<file path="config.mk">
export PLATFORM = sky130hd
export DESIGN_NAME = strobe_byte_tx
export DESIGN_NICKNAME = d
export VERILOG_FILES = /design/src/rtl/strobe_byte_tx.sv
export SDC_FILE = /design/constraint.sdc
export NUM_CORES = 1
export LEC_CHECK = 0
export ABC_AREA = 1
export ABC_CLOCK_PERIOD_IN_PS = 1950
export CORE_MARGIN = 2
export CORE_UTILIZATION = 54
export DETAILED_ROUTE_END_ITERATION = 10
export PLACE_DENSITY = 0.83
export RECOVER_POWER = 100
export SYNTH_ARGS = -nofsm -noshare
export SYNTH_HDL_FRONTEND = slang
export SYNTH_SLANG_ARGS = --single-unit
</file>
<file path="constraint.sdc">
create_clock -name sys_clk -period 1.95 [get_ports sys_clk]
set_input_delay 0.2925 -clock sys_clk [delete_from_list [all_inputs] [get_ports sys_clk]]
set_output_delay 0.2925 -clock sys_clk [all_outputs]
set_load 0.05 [all_outputs]
</file>
<file path="src/rtl/strobe_byte_tx.sv">
// Byte framer for the strobe-qualified serial link: start strobe, eight data strobes, stop strobe.
// Optional completed-frame counter (frame_count) enabled by defining STROBE_BYTE_TX_FRAMECNT_EN.
module strobe_byte_tx #(
  parameter int DIV       = 4,
  parameter bit MSB_FIRST = 1'b0
) (
  input  logic        sys_clk,
  input  logic        sys_rst_n,
  input  logic        in_valid,
  input  logic [7:0]  in_data,
  output logic        in_ready,
  output logic        strobe,
  output logic        sdata,
  output logic        active,
  output logic [2:0]  bitno,
  output logic        busy
`ifdef STROBE_BYTE_TX_FRAMECNT_EN
  ,
  output logic [15:0] frame_count
`endif
);

  typedef enum logic [1:0] {IDLE, START, DATA, STOP} state_t;

  // DIV is expected in 2..255 so the divider fits in 8 bits.
  localparam logic [7:0] DIV_LAST = 8'(DIV - 1);

  state_t     state_reg;
  logic [7:0] div_reg;
  logic [7:0] shift_reg;
  logic [7:0] load_vec;
  logic       in_ready_reg;
  logic       strobe_reg;
  logic       sdata_reg;
  logic       active_reg;
  logic [2:0] bitno_reg;
  logic       fire;

  // Bit order is resolved at load time so the shifter always emits bit 0 next.
  generate
    for (genvar gi = 0; gi < 8; gi++) begin : g_load
      if (MSB_FIRST) begin : g_rev
        assign load_vec[gi] = in_data[7 - gi];
      end else begin : g_fwd
        assign load_vec[gi] = in_data[gi];
      end
    end
  endgenerate

  assign fire = (div_reg == DIV_LAST);

  always_ff @(posedge sys_clk or negedge sys_rst_n) begin
    if (!sys_rst_n) begin
      state_reg    <= IDLE;
      div_reg      <= '0;
      shift_reg    <= '0;
      in_ready_reg <= 1'b1;
      strobe_reg   <= 1'b0;
      sdata_reg    <= 1'b0;
      active_reg   <= 1'b0;
      bitno_reg    <= '0;
    end else begin
      strobe_reg <= 1'b0;
      if (state_reg != IDLE) begin
        div_reg <= fire ? 8'd0 : div_reg + 8'd1;
      end
      case (state_reg)
        IDLE: begin
          if (in_valid) begin
            shift_reg    <= load_vec;
            div_reg      <= '0;
            state_reg    <= START;
            in_ready_reg <= 1'b0;
            active_reg   <= 1'b1;
          end
        end
        START: begin
          if (fire) begin
            strobe_reg <= 1'b1;
            sdata_reg  <= 1'b0;
            state_reg  <= DATA;
          end
        end
        DATA: begin
          if (fire) begin
            strobe_reg <= 1'b1;
            sdata_reg  <= shift_reg[0];
            shift_reg  <= {1'b0, shift_reg[7:1]};
            bitno_reg  <= bitno_reg + 3'd1;
            // Eighth data strobe: bitno wraps to 0 on this same edge.
            if (bitno_reg == 3'd7) begin
              state_reg  <= STOP;
              active_reg <= 1'b0;
            end
          end
        end
        STOP: begin
          if (fire) begin
            strobe_reg   <= 1'b1;
            sdata_reg    <= 1'b0;
            state_reg    <= IDLE;
            in_ready_reg <= 1'b1;
          end
        end
        default: begin
          state_reg <= IDLE;
        end
      endcase
    end
  end

  assign in_ready = in_ready_reg;
  assign busy     = ~in_ready_reg;
  assign strobe   = strobe_reg;
  assign sdata    = sdata_reg;
  assign active   = active_reg;
  assign bitno    = bitno_reg;

`ifdef STROBE_BYTE_TX_FRAMECNT_EN
  logic [15:0] frame_count_reg;

  // Counts stop strobes only, so a frame aborted by reset is never counted.
  always_ff @(posedge sys_clk or negedge sys_rst_n) begin
    if (!sys_rst_n) begin
      frame_count_reg <= '0;
    end else if ((state_reg == STOP) && fire) begin
      frame_count_reg <= frame_count_reg + 16'd1;
    end
  end

  assign frame_count = frame_count_reg;
`endif

endmodule

</file>
==> results of run 1 <==
[stage by stage]
stage                     setup WS (ps)  power (W)  instance area (um2)  cells  hold WS, ps
final                             89.66   0.002561                 1613    233        491.8
after floorplan                   459.9   0.001995                 1398    182       -3.091
after CTS                         34.92   0.002619                 1634    233        328.2
after global placement            272.2   0.002328                 1608    229        455.9
after detailed placement          179.0   0.002390                 1608    229        465.5
after global routing              44.52   0.002782                 1613    233        525.1
[area by class of cell]
| type | count | area, um2 |
|---|---|---|
| Sequential cell | 25 | 626.9 |
| Multi-Input combinational cell | 136 | 675.6 |
| Timing Repair Buffer | 22 | 186.4 |
| Clock buffer | 4 | 26.28 |
| Inverter | 16 | 60.06 |
| Tap cell | 30 | 37.54 |
| Fill cell | 199 | 842.1 |
[tightest hold or removal path, stage by stage, from the launching register on]
cell and delay [ps]:
dfrtp_1 370, nand2_1 50, nand2_1 50
[where the power goes]
group / switching, W / internal, W
clock: 0.000149 / 0.0000798
combinational: 0.000994 / 0.000450
sequential: 0.000162 / 0.000726
total: 0.00130 / 0.00126
[per-layer routing]
metal | routed length [um] | GRT usage [%] | vias up
met5 | 0 | 0 | -
met4 | 23 | 7.500 | 0
met3 | 91 | 3.005 | 2
met2 | 1457 | 37.70 | 21
met1 | 1289 | 28.77 | 584
li1 | - | - | 619
[path summary, 6_finish.rpt]
path                                 to  slack, ps  depth (start not counted)
setup / recovery               bitno[0]         90                          1
hold / removal                   active        490                          2
setup reg to reg           shift_reg[1]        270                          8
hold reg to reg                  active        490                          2
max in group asynchronous  state_reg[0]        380                          2
min in group asynchronous  shift_reg[5]        790                          2
[kinds of logic after synthesis]
kind of cell | count (synthesis) | share of synthesized area [%]
xor+xnor | 2 | 1.254
buf+inv | 21 | 6.804
compound gates | 10 | 3.761
simple gates | 117 | 37.06
flops | 25 | 44.85
fa+ha+maj | 7 | 6.266
[synthesized netlist by cell type]
library cell	n
nor2_2	2
ha_1	7
a21oi_1	2
dfrtp_1	24
nand2_1	70
nor3b_1	1
xor2_1	1
xnor2_1	1
nand2_2	2
dfstp_2	1
nor2_8	1
buf_2	1
a31oi_1	1
nand3_1	19
nor3_1	2
o22ai_1	1
clkbuf_1	2
nand2_4	2
o21ai_0	6
inv_1	16
nor2_1	15
buf_6	2
nand4_1	3
[layout by cell type (no fill, tap or decap), types with 2 or more instances in the layout]
cell type and count:
nor2_1 15, nand3_1 19, nand2_4 2, nand2_1 70, ha_1 7, inv_1 16, nor3_1 2, nand4_1 3
nor2_2 2, clkbuf_1 6, dlygate4sd3_1 4, dfrtp_1 24, nand2_2 2, clkbuf_4 3, a21oi_1 2, o21ai_0 6
clkdlybuf4s50_1 12
==> summary.md, run 1 <==
| Metric | Value |
|---|---|
| Initial core utilization | 56.93% |
| Biggest area consumer among synthesized cells | dfrtp_1 |
| Antenna-violating nets left | 0 |
| Mapped Nets | 200 |
| Buffer type at the clock tree root | clkbuf_4 |
| Via count of the first global-routing pass | approximately 1100 |
| Number of synthesis warnings | 0 |
| Largest delay share family, worst path | buffers and inverters |
| Post-CTS Setup Inserts | 0 |
| First drt pass iteration count | 4 |
| Overall die height | 54.88 um |
| Worst supply voltage drop on vdd | between 0.9 and 1 mV |
| Initial antenna violation count | 0 |
| Finish-stage setup viols | 0 |
| Seq cells post-synth | 25 |
| Final Wtd Congestion | between 0.9 and 1 |
| Worst setup path category | register to output port |
| Dpl hpwl | 2157 um |
| Buffer levels on the longest clock path | 2 |
| Clock latency on the worst-skew pair | 310 ps |
| Required time of the critical path | 1660 ps |
| Tightest Pin Transition | 1343 ps |
| Pwr dens | around 1600 nW/um2 |
| Aggregate global routing overflow | 0 |
| Wire length of the first global-routing pass | 4795 um |
| Residual DRC | 0 |
| Via density | 5.262 |
| H-tree depth reported by CTS | 1 |
| Top cells by area, synth | dfrtp_1, nand2_1, nand3_1 |
| Wire length reported by the detailed router | approximately 2900 um |
| CP Max Fanout | 3 |
| Type of element capturing the critical path | output port |
| Hold-fix buffers, CTS | 0 |
| Ports placed on the boundary | 19 |
| Inserted Diodes | 0 |
| Worst Path Buf+Inv | 1 |
| Share of cells above drive strength 1 | 5.911% |
| # nets final | 222 |
| Finished Core Util | roughly 66% |
| Clock-pin slew reported for the worst setup and hold paths after clock tree synthesis | roughly 130 ps |
| Placeable core area | about 2500 um2 |
| Per-cell routed wire length | 12.28 um |
| Proportion of synthesized chip area in sequential cells | 44.85% |
| Chip width | 54.88 um |
| Slew Viols, Final | 0 |
| Post-synthesis area per instance | ~7.7 um2 |
| Worst-path cell with the longest stage delay | clkdlybuf4s50_1 |
| Max-Slew Margin vs Limit | a little over a tenth |
| Signed area change from the synthesized netlist to the final layout | 15.40% |
| Site row count | 18 |
| FF-to-FF Start | state_reg[0] |
| Proportion of netlist area held by the largest area contributor | 42.97% |
| Quantity of gates resized following cts | 0 |
| IO buf count | 18 |
| # Max-Cap Violations | 0 |
| Clock tree from TritonCTS | built |
| Pin count of the biggest net entering global routing | 26 |
| Total negative slack for setup checks | 0 ps |
| Static leakage | approximately 0.86 nW |
| Time the final worst path needs with I/O delays and setup | between 1500 and 2000 ps |
| Maximum operating frequency | about 0.54 GHz |
| Maximum clock skew at final layout | 5.661 ps |
| Count of mapped cells out of synthesis | 182 |
| Final clock period utilization by the worst path | between 90% and 100% |
| Worst hold path startpoint | active |
| Crit path DAT | 1570 ps |
| Number of clock sinks seen by CTS | 25 |
| Total via count after detailed routing | 1226 |
| Total Die Area | 3011 um2 |
| Distinct cell type count of the synthesized netlist | 23 |
| Netlist area before placement | between 1000 and 1500 um2 |
| Outcome | finished, final reports clean |
| Max stage delay on crit path | 820 ps |
| Total Routing Usage GR | between 20% and 30% |
| Starting DRC count in detailed routing | 38 |
| Unrepaired setup endpoints after global routing | false |
| CTS buffer count | 3 |
| Final count of hold timing violations | 0 |
| Startpoint type of the worst setup path | register |
| Tightest Hold Check Type | register to register |
| Launching instance or port of the critical path | bitno[0] |
| CP cell instances | clkdlybuf4s50_1 |
(Power assumes the default switching activity.)
==> run 2: changes to the inputs <==
--- a/config.mk
+++ b/config.mk
@@ -9,6 +9,7 @@
 export ABC_CLOCK_PERIOD_IN_PS = 1950
 export CORE_MARGIN = 2
 export CORE_UTILIZATION = 54
+export CTS_CLUSTER_SIZE = 40
 export DETAILED_ROUTE_END_ITERATION = 10
 export PLACE_DENSITY = 0.83
 export RECOVER_POWER = 100
==> results of run 2 <==
No change in the layout: final DEF, timing and power equal those of run 1.
